### src/rtl/result_pkg.sv
// result_pkg: shared widths, chunk count and FSM state encoding for the result unloader
package result_pkg;
  localparam int DATA_WIDTH = 8;
  localparam int RES_WIDTH = 2 * DATA_WIDTH + 2;
  localparam int CHUNKS = (RES_WIDTH + DATA_WIDTH - 1) / DATA_WIDTH;
  typedef enum logic [2:0] {IDLE, READ, WAIT, SEND, DONE} state_e;
endpackage

### src/rtl/chunk_select.sv
// chunk_select: picks the DATA_WIDTH slice of a held result word, zero-extending the top chunk
module chunk_select #(
  parameter int DATA_WIDTH = 8,
  parameter int RES_WIDTH = 18
) (
  input  logic [RES_WIDTH-1:0]  hold_i,
  input  logic [1:0]            shift_i,
  output logic [DATA_WIDTH-1:0] chunk_o
);
  // widened to four chunks so every 2-bit index selects in range
  logic [4*DATA_WIDTH-1:0] ext;
  assign ext = (4*DATA_WIDTH)'(hold_i);
  assign chunk_o = ext[int'(shift_i)*DATA_WIDTH +: DATA_WIDTH];
endmodule

### src/rtl/result_streamer.sv
// result_streamer: reads every mat3 result word in address order and streams it
// out LS chunk first over a valid/ready interface
module result_streamer #(
  parameter int DATA_WIDTH = 8,
  parameter int RES_WIDTH = 18,
  parameter int ROWS = 8,
  parameter int COLS = 8,
  parameter int ADDR_WIDTH = 16
) (
  input  logic                  clk,
  input  logic                  rst,
  input  logic                  start,
  output logic                  busy,
  output logic                  done,
  output logic                  m3EN,
  output logic                  m3rEN,
  output logic                  m3wEN,
  output logic [ADDR_WIDTH-1:0] addr3,
  input  logic [RES_WIDTH-1:0]  result,
  output logic [1:0]            shift_cnt,
  output logic [DATA_WIDTH-1:0] data_out,
  output logic                  out_valid,
  input  logic                  out_ready
);
  import result_pkg::*;
  localparam int NCH = (RES_WIDTH + DATA_WIDTH - 1) / DATA_WIDTH;
  state_e                state_q;
  logic [ADDR_WIDTH-1:0] word_q, addr_q;
  logic [RES_WIDTH-1:0]  hold_q;
  logic [1:0]            shift_q;
  logic                  busy_q, done_q, m3en_q, valid_q;
  logic                  last_word, last_chunk;
  assign last_word = word_q == ADDR_WIDTH'(ROWS * COLS - 1);
  assign last_chunk = shift_q == 2'(NCH - 1);
  // outputs are registered alongside the state they belong to
  always_ff @(posedge clk or negedge rst) begin
    if (!rst) begin
      state_q <= IDLE;
      word_q  <= '0;
      addr_q  <= '0;
      hold_q  <= '0;
      shift_q <= '0;
      busy_q  <= 1'b0;
      done_q  <= 1'b0;
      m3en_q  <= 1'b0;
      valid_q <= 1'b0;
    end else begin
      done_q <= 1'b0;
      m3en_q <= 1'b0;
      case (state_q)
        IDLE: if (start) begin
          state_q <= READ;
          word_q  <= '0;
          addr_q  <= '0;
          busy_q  <= 1'b1;
          m3en_q  <= 1'b1;
        end
        READ: state_q <= WAIT;
        WAIT: begin
          hold_q  <= result;
          shift_q <= '0;
          valid_q <= 1'b1;
          state_q <= SEND;
        end
        SEND: if (out_ready) begin
          if (last_chunk) begin
            valid_q <= 1'b0;
            shift_q <= '0;
            if (last_word) begin
              done_q  <= 1'b1;
              state_q <= DONE;
            end else begin
              word_q  <= word_q + 1'b1;
              addr_q  <= word_q + 1'b1;
              m3en_q  <= 1'b1;
              state_q <= READ;
            end
          end else shift_q <= shift_q + 1'b1;
        end
        DONE: begin
          busy_q  <= 1'b0;
          state_q <= IDLE;
        end
        default: state_q <= IDLE;
      endcase
    end
  end
  chunk_select #(.DATA_WIDTH(DATA_WIDTH), .RES_WIDTH(RES_WIDTH)) u_sel (
    .hold_i (hold_q),
    .shift_i(shift_q),
    .chunk_o(data_out)
  );
  assign busy = busy_q;
  assign done = done_q;
  assign m3EN = m3en_q;
  assign m3rEN = m3en_q;
  assign m3wEN = 1'b0;
  assign addr3 = addr_q;
  assign shift_cnt = shift_q;
  assign out_valid = valid_q;
endmodule

### config.mk
export PLATFORM = sky130hd
export DESIGN_NAME = result_streamer
export DESIGN_NICKNAME = d
export VERILOG_FILES = /design/src/rtl/result_pkg.sv /design/src/rtl/chunk_select.sv /design/src/rtl/result_streamer.sv
export SDC_FILE = /design/constraint.sdc
export NUM_CORES = 1
export LEC_CHECK = 0
export CAP_MARGIN = 10
export CORE_UTILIZATION = 49
export DETAILED_ROUTE_END_ITERATION = 10
export PLACE_DENSITY = 0.88
export SETUP_SLACK_MARGIN = 0.05
export SYNTH_ARGS = -nofsm -noshare
export SYNTH_HDL_FRONTEND = slang
export SYNTH_SLANG_ARGS = --single-unit
### constraint.sdc
create_clock -name clk -period 1.9 [get_ports clk]
set_input_delay 0.19 -clock clk [delete_from_list [all_inputs] [get_ports clk]]
set_output_delay 0.19 -clock clk [all_outputs]
set_load 0.03 [all_outputs]
## Word-level counts from Yosys, hierarchy flattened

Cells that the tools add are included.

| cells by class | value |
|---|---|
| add/sub/neg operators | 2 |
| eq/ne operators | 10 |
| shift operators | 1 |
| muxes and demuxes | 27 |
| reductions and logical operators | 9 |

Operator list:

| cell | count |
|---|---|
| $mux 16 | 4 |
| $pmux 16 s2 | 1 |
| $shiftx 32x6->8 | 1 |
| $add 16x1->16 const B | 1 |
| $eq 16x6->1 const B | 1 |
| $mux 3 | 4 |
| $pmux 3 s4 | 1 |
| $mux 1 | 11 |
| $ne 2x2->1 const B | 4 |
| $eq 3x2->1 const B | 2 |
| $pmux 1 s2 | 3 |
| $reduce_and 3->1 | 2 |
| $reduce_bool 2->1 | 3 |
| $reduce_and 5->1 | 1 |
| $mux 2 | 2 |
| $pmux 2 s2 | 1 |
| $reduce_and 2->1 | 2 |
| $eq 3x1->1 const B | 1 |
| $eq 3x3->1 const B | 1 |
| $logic_not 3->1 | 1 |
| $add 2x1->2 const B | 1 |
| $eq 2x2->1 const B | 1 |

| storage, ports and cells | value |
|---|---|
| flip-flop bits (word level) | 43 |
| bits of input ports | 22 |
| logic and storage cells | 57 |

## Depth between registers and ports, before layout

Gate-level depths: netlist of run 1.

| depth | value |
|---|---|
| depth in word-level cells | 5 |
| mapped depth | 6 |
| mapped depth without buffers | 5 |

## Hierarchy

From an unflattened synthesis of run 1, not the netlist that was laid out.

| second synthesis, totals | value |
|---|---|
| cell total of the unflattened synthesis | 204 |
| area total of the unflattened synthesis | 2,239.6 sq um |

By module, submodules not included:

| module | times used | cells each | area each (sq um) |
|---|---|---|---|
| result_streamer | 1 | 184 | 2,092.0 |
| chunk_select | 1 | 20 | 147.6 |

## Worst setup path after synthesis of run 1

No wires, ideal clock.

| timing path | value |
|---|---|
| path type | register to register |
| from | register addr3[0] (netlist name) |
| to | register addr_q[3], in the netlist addr3[3] |
| library setup time | 0.078 ns |
| data arrival time | 1.872 ns |
| data required time | 1.822 ns |
| slack | -0.049 ns |
| cell stages (with the launch flop) | 7 |
| buffers on the path | 1 |
| cell sequence | dfrtp_1 ha_1 and3_1 and4_1 buf_6 or4_1 a21oi_1 |

RTL lines:

| item | line | text |
|---|---|---|
| end signal, assigned | result_streamer.sv:74 | `addr_q <= word_q + 1'b1;` |
| end, declared | result_streamer.sv:28 | `logic [ADDR_WIDTH-1:0] word_q, addr_q;` |

## Worst setup path in the final report of run 1

| timing path | value |
|---|---|
| from | register shift_q[0], in the netlist shift_cnt[0] |
| to | output port data_out[1] |

| on the way | value |
|---|---|
| longest elaborated chain between the ends | 1 |

Ends and longest elaborated chain:

| item | line | text |
|---|---|---|
| start, declared | result_streamer.sv:30 | `logic [1:0] shift_q;` |
| start signal, assigned | result_streamer.sv:78 | `end else shift_q <= shift_q + 1'b1;` |
| $shiftx 32x6->8 | chunk_select.sv:13 | `assign chunk_o = ext[int'(shift_i)*DATA_WIDTH +: DATA_WIDTH];` |
| end, declared | result_streamer.sv:21 | `output logic [DATA_WIDTH-1:0] data_out,` |

Every way passes these cells.

==> results by group, run 1 <==
Run status
  • Status: finished clean

Flow run
  • MaxCap Viol Count: 0

Min path
  • Worst Hold Class: input port to async pin

Layout
  • Filler Cells Inserted: 331
  • Sequential cell area: 1080 sq um
  • Net count, final: 285
  • Antenna diode count: 0
  • Footprint of the multi-input gates: 1010 sq um
  • Layout area overhead: 33.6%
  • Layout cells sized above 1: 0.224
  • Final Cell Area: 2900 sq um

Power and ir drop
  • Worst VDD drop: 1010 uV
  • Lkg Pwr: 1.27 nW
  • Clock power share: 0.155
  • Switching share of total power: 0.408
  • Total Power: 0.00406 W
  • Sequential fraction of design power: 0.368
  • Logic gate share of total power: 0.478
  • Sw Pwr: 0.00165 W
  • Int Power: 0.00240 W
  • Power density over the cells: 1400 nW/um^2

Routing
  • Vias per inst: 5.81
  • Met3 Wirelength: 351 um
  • Top layer in use: met4
  • Drt wl/cell: 15.1 um
  • Vias post-DR: 1820
  • Post-route DRC violation count: 0
  • Overall routed net length: 4.74 mm
  • Met2 wire len: 2.28 mm
  • Pre-antenna DRT Iters: 4
  • Post-route ant nets: 0
  • Starting DRT DRC Count: 173
  • Wl on met1: 2.04 mm

Synthesis
  • Synth Flop Type: dfrtp_1
  • Top cells by area, synth: dfrtp_1 (50%), mux2_2 (9.3%), mux2i_1 (6.0%), nor2_1 (2.8%), a21oi_1 (2.5%)
  • Register area share after synthesis: 0.495
  • Mapped Nets: 222
  • Post-synth EDFFs: 0
  • Syn Area/Cell: 10.9 sq um
  • Most common cell in the synthesized netlist: dfrtp_1
  • Asr flop ratio synth: 1.00
  • Ys Warns: 0
  • Yosys reg bits: 43
  • Synth cell count leaders: dfrtp_1 (43), mux2_2 (18), nor2_1 (16)
  • Distinct cells, synth: 45
  • Top cell type's share of synthesized area: 0.495
  • Yosys top cell by area: dfrtp_1
  • Synth Instances: 199
  • Mapped Area: 2170 sq um

Setup path
  • FF-to-FF setup slack: 160 ps
  • R2r startpoint: addr3[0]
  • Crit path launch: shift_cnt[0]
  • Reg2Reg Depth: 5
  • Reg-to-Reg End: addr3[3]
  • Worst Setup End Kind: output pin
  • Req. time, crit path: 1710 ps
  • Worst setup path category: flip-flop to output pin
  • Maximum fanout along the worst path: 10
  • Worst Path Arrival: 1560 ps
  • Setup crit end: data_out[1]
  • Critical path launch point type: flip-flop

Clock network
  • Post-CTS setup buffers: 0
  • TritonCTS clock tree: built
  • CTS H-tree lvls: 2
  • Clk slew on worst S/H paths: 90 ps
  • Worst skew pair latency: 300 ps
  • CTS root buf: clkbuf_8
  • Clock tree buffer depth: 2
  • Sink Count: 43
  • Inserted Clock Buffers: 5

Placed design
  • Gp weighted congestion: 0.927
  • Worst slack, placed: 64.6 ps
  • DP Wirelength: 3.47 mm
  • Placed Area: 2790 sq um
  • I/O Buffers: 52

Timing
  • Final setup fails: 0
  • Worst setup margin: 147 ps
  • Max Fclk: 570 MHz
  • Final hold violations: 0
  • Setup repair after global routing missed its margin: false
  • Final Cycle Share: 0.923
  • Final Skew: 10.2 ps
  • Period minus WS final: 1750 ps
  • Setup_tns: 0 ps
  • Minimum hold slack: 375 ps
  • Slew Viols, Final: 0

GRT
  • Largest net degree at the start of global routing: 23
  • Vias in the first global route: 1701
  • First-pass GRT wire length: 7.94 mm
  • Total GRT Usage: 0.232
  • Remaining Overflow, GRT: 0
  • Antenna violations before repair: 0

Die
  • Die width: 68.6 um
  • Die height: 68.6 um
  • Full die area: 4710 sq um
  • I/O pin count: 54
  • Initial Util: 0.528
  • Placement Rows: 23
  • Core footprint: 4120 sq um
[kinds of logic after synthesis]
| family | after synthesis | synth area share |
|---|---|---|
| buf+inv | 17 | 0.0455 |
| other cells | 1 | 0.00173 |
| mux | 31 | 0.153 |
| simple gates | 70 | 0.193 |
| compound gates | 36 | 0.106 |
| flops | 43 | 0.495 |
| fa+ha+maj | 1 | 0.00576 |
[worst min-delay path by stage]
stage	from	end	cells past startpoint
final	rst	addr3[11]	2
after global routing	rst	addr3[5]	2
after CTS	rst	addr3[5]	2
after detailed placement	rst	addr3[4]	1
after global placement	rst	addr3[4]	1
after floorplan	rst	addr3[0]	0
[per-stage QoR]
| stage | instances | utilization |
|---|---|---|
| 6_report | 313 | 0.705 |
| 5_1_grt | 313 | 0.705 |
| 4_1_cts | 313 | 0.704 |
| 3_5_place_dp | 304 | 0.679 |
| 3_3_place_gp | 304 | 0.679 |
| 2_1_floorplan | 199 | - |
[metal layers]
metal  up-vias  track usage
met4         0       0.0859
met2        85        0.375
met3        10       0.0658
met1       869        0.295
li1        856            -
met5         -            0
[flip-flops by register name, summed over array words and instances, names as in the netlist]
register / flops
addr3: 16
busy: 1
done: 1
hold_q: 18
m3EN: 1
out_valid: 1
shift_cnt: 2
state_q: 3
[placed cells by master, fill, tap and decap left out, types with 6 or more instances in the layout]
master            n
a21oi_1          11
buf_4            18
clkbuf_8          6
clkdlybuf4s50_1  42
dfrtp_1          39
dlygate4sd2_1     6
mux2_2           18
mux2i_1          13
nand2_1           9
nand3_1           7
nand4_1           6
nor2_1           16
o21ai_0           7
[power groups by stage]
stage / registers (W) / logic (W) / clock network (W)
6_report: 0.00149 / 0.00194 / 0.000627
2_1_floorplan: 0.00159 / 0.00116 / 0
3_3_place_gp: 0.00148 / 0.00198 / 0
5_1_grt: 0.00154 / 0.00208 / 0.000678
4_1_cts: 0.00149 / 0.00194 / 0.000639
3_5_place_dp: 0.00151 / 0.00200 / 0
[area by class of cell]
class	instances	share of cell area
Clock buffer	6	0.0284
Clock inverter	2	0.00560
Inverter	4	0.00517
Multi-Input combinational cell	139	0.348
Sequential cell	43	0.372
Tap cell	50	0.0216
Timing Repair Buffer	69	0.219
[critical path, stage by stage (launching register included)]
cell,delay (ps)
dfrtp_2,510
buf_4,190
nor2b_1,200
nand2_1,80
o21ai_1,100
buf_4,180
[repair_timing]
action / 4_1_cts / 5_1_grt
endpoints found under the setup margin: 9 / 5
hold buffers: 1 / 0
cloned: 0 / 0
resized for setup: 7 / 5
hold endpoints to repair: 20 / 0
(Power assumes the default switching activity.)
==> run 2, diff against run 1 <==
- SETUP_SLACK_MARGIN: 0.05 -> 0.2
==> results by group, run 2 (synthesis results as in run 1) <==
Flow run
  • MaxCap Viol Count: 0

Die
  • Initial Util: 0.528
  • Die width: 68.6 um
  • I/O pin count: 54
  • Core footprint: 4120 sq um
  • Full die area: 4710 sq um
  • Placement Rows: 23
  • Die height: 68.6 um

GRT
  • First-pass GRT wire length: 8.60 mm
  • Antenna violations before repair: 0
  • Largest net degree at the start of global routing: 44
  • Remaining Overflow, GRT: 0
  • Vias in the first global route: 1852
  • Total GRT Usage: 0.253

Placed design
  • DP Wirelength: 3.70 mm
  • I/O Buffers: 52
  • Placed instance count: 306
  • Gp weighted congestion: 0.907
  • Worst slack, placed: 31.8 ps

Timing
  • Slew Viols, Final: 0
  • Worst-Margin Slew: 550 ps
  • Period minus WS final: 1690 ps
  • Final hold violations: 0
  • Slew headroom: 0.633
  • Final Cycle Share: 0.889
  • Final Skew: 4.24 ps
  • Setup repair after global routing missed its margin: true
  • Setup_tns: 0 ps
  • Max Fclk: 592 MHz
  • Final setup fails: 0
  • Minimum hold slack: 489 ps
  • Worst setup margin: 210 ps

Routing
  • Pre-antenna DRT Iters: 4
  • Post-route DRC violation count: 0
  • Overall routed net length: 5.65 mm
  • Drt wl/cell: 17.0 um
  • Post-route ant nets: 0
  • Starting DRT DRC Count: 152
  • Vias per inst: 5.92
  • Vias post-DR: 1965

Min path
  • Hold worst-path end: out_valid
  • Worst Hold Class: flip-flop to flip-flop
  • Hold Path Depth: 1
  • Hold path start: out_valid

Setup path
  • R2r startpoint: shift_cnt[0]
  • Reg-to-Reg End: addr3[11]
  • Worst Setup End Kind: output pin
  • Critical path launch point type: flip-flop
  • Worst setup path category: flip-flop to output pin
  • Req. time, crit path: 1710 ps
  • FF-to-FF setup slack: 230 ps
  • Maximum fanout along the worst path: 6
  • Reg2Reg Depth: 6
  • Worst Path Arrival: 1500 ps

Clock network
  • Clk slew on worst S/H paths: 80 ps
  • Clock tree buffer depth: 2
  • CTS root buf: clkbuf_8
  • TritonCTS clock tree: built
  • Inserted Clock Buffers: 5
  • CTS H-tree lvls: 2
  • Sink Count: 43
  • Worst skew pair latency: 300 ps

Layout
  • Layout area overhead: 45.3%
  • Most common cell after layout, fill and taps aside: dfrtp_1
  • Filler Cells Inserted: 276
  • Antenna diode count: 0
  • Most frequent cells in the layout: dfrtp_1 (39), clkdlybuf4s50_1 (35), buf_4 (35), mux2_2 (18), nor2_1 (16)
  • Biggest register: hold_q
  • Finished Layout Cells: 332
  • Layout cells sized above 1: 0.333
  • Finished Core Util: 0.767
  • Net count, final: 305
  • Number of flip-flops in the largest register: 18

Power and ir drop
  • Lkg Pwr: 1.46 nW
  • Power density over the cells: 1380 nW/um^2
  • Worst VDD drop: 1260 uV

Run status
  • Status: finished clean
[run 2: changes by cell type in the layout (fill, tap and decap cells not counted), sizes merged]
cell,delta
buf,+20
clkdlybuf4s50,-7
dlymetal6s2s,+6
clkdlybuf4s15,+4
dlygate4sd2,-4
clkbuf,+1
clkinvlp,-1
[run 2: power by group]
group / internal [W] / leakage, nW / total, W / switching, W
Combinational: 0.00110 / 0.885 / 0.00232 / 0.00122
Sequential: 0.00122 / 0.525 / 0.00146 / 0.000238
Clock: 0.000285 / 0.0470 / 0.000591 / 0.000305
[run 2: cell type report]
cell class / instances / area [sq um] / share of cell area
Multi-Input combinational cell: 139 / 1100 / 0.347
Timing Repair Buffer: 89 / 815 / 0.258
Clock inverter: 1 / 5.00 / 0.00158
Sequential cell: 43 / 1080 / 0.342
Inverter: 4 / 15.0 / 0.00475
Tap cell: 50 / 62.6 / 0.0198
Clock buffer: 6 / 82.6 / 0.0261
[run 2: how the worst max path moves through the flow]
stage	from	to	slack [ps]
floorplan	addr3[0]	addr3[3]	70
global placement	out_ready	addr3[12]	50
detailed placement	out_ready	addr3[12]	30
CTS	shift_cnt[0]	data_out[4]	160
global route	shift_cnt[0]	data_out[4]	140
finish	shift_cnt[0]	data_out[4]	210
[run 2: worst max-delay path, cell delays in order, from the launching register on]
cell             delay (ps)
dfrtp_2                 440
buf_6                   140
mux2i_1                 120
nor2_1                  120
clkdlybuf4s15_1         380
[run 2: per-layer routing]
layer | track usage | share of wire | vias up
met2 | 0.445 | 0.51 | 88
met5 | 0 | 0 | -
li1 | - | - | 903
met4 | 0.0781 | 0.023 | 0
met3 | 0.0658 | 0.067 | 14
met1 | 0.301 | 0.40 | 960
[run 2: what timing repair did]
action	CTS	global route
setup endpoints to repair	23	25
pin swaps	3	6
hold endpoints to repair	43	0
gates resized for setup	22	21
buffers inserted	9	9
hold buffers	1	0
[run 2: per-stage QoR]
stage | cell area, sq um | total power (W)
final | 3160 | 0.00437
after detailed placement | 2840 | 0.00357
after global placement | 2840 | 0.00348
after global routing | 3160 | 0.00462
after CTS | 3040 | 0.00425
after floorplan | 2210 | 0.00278
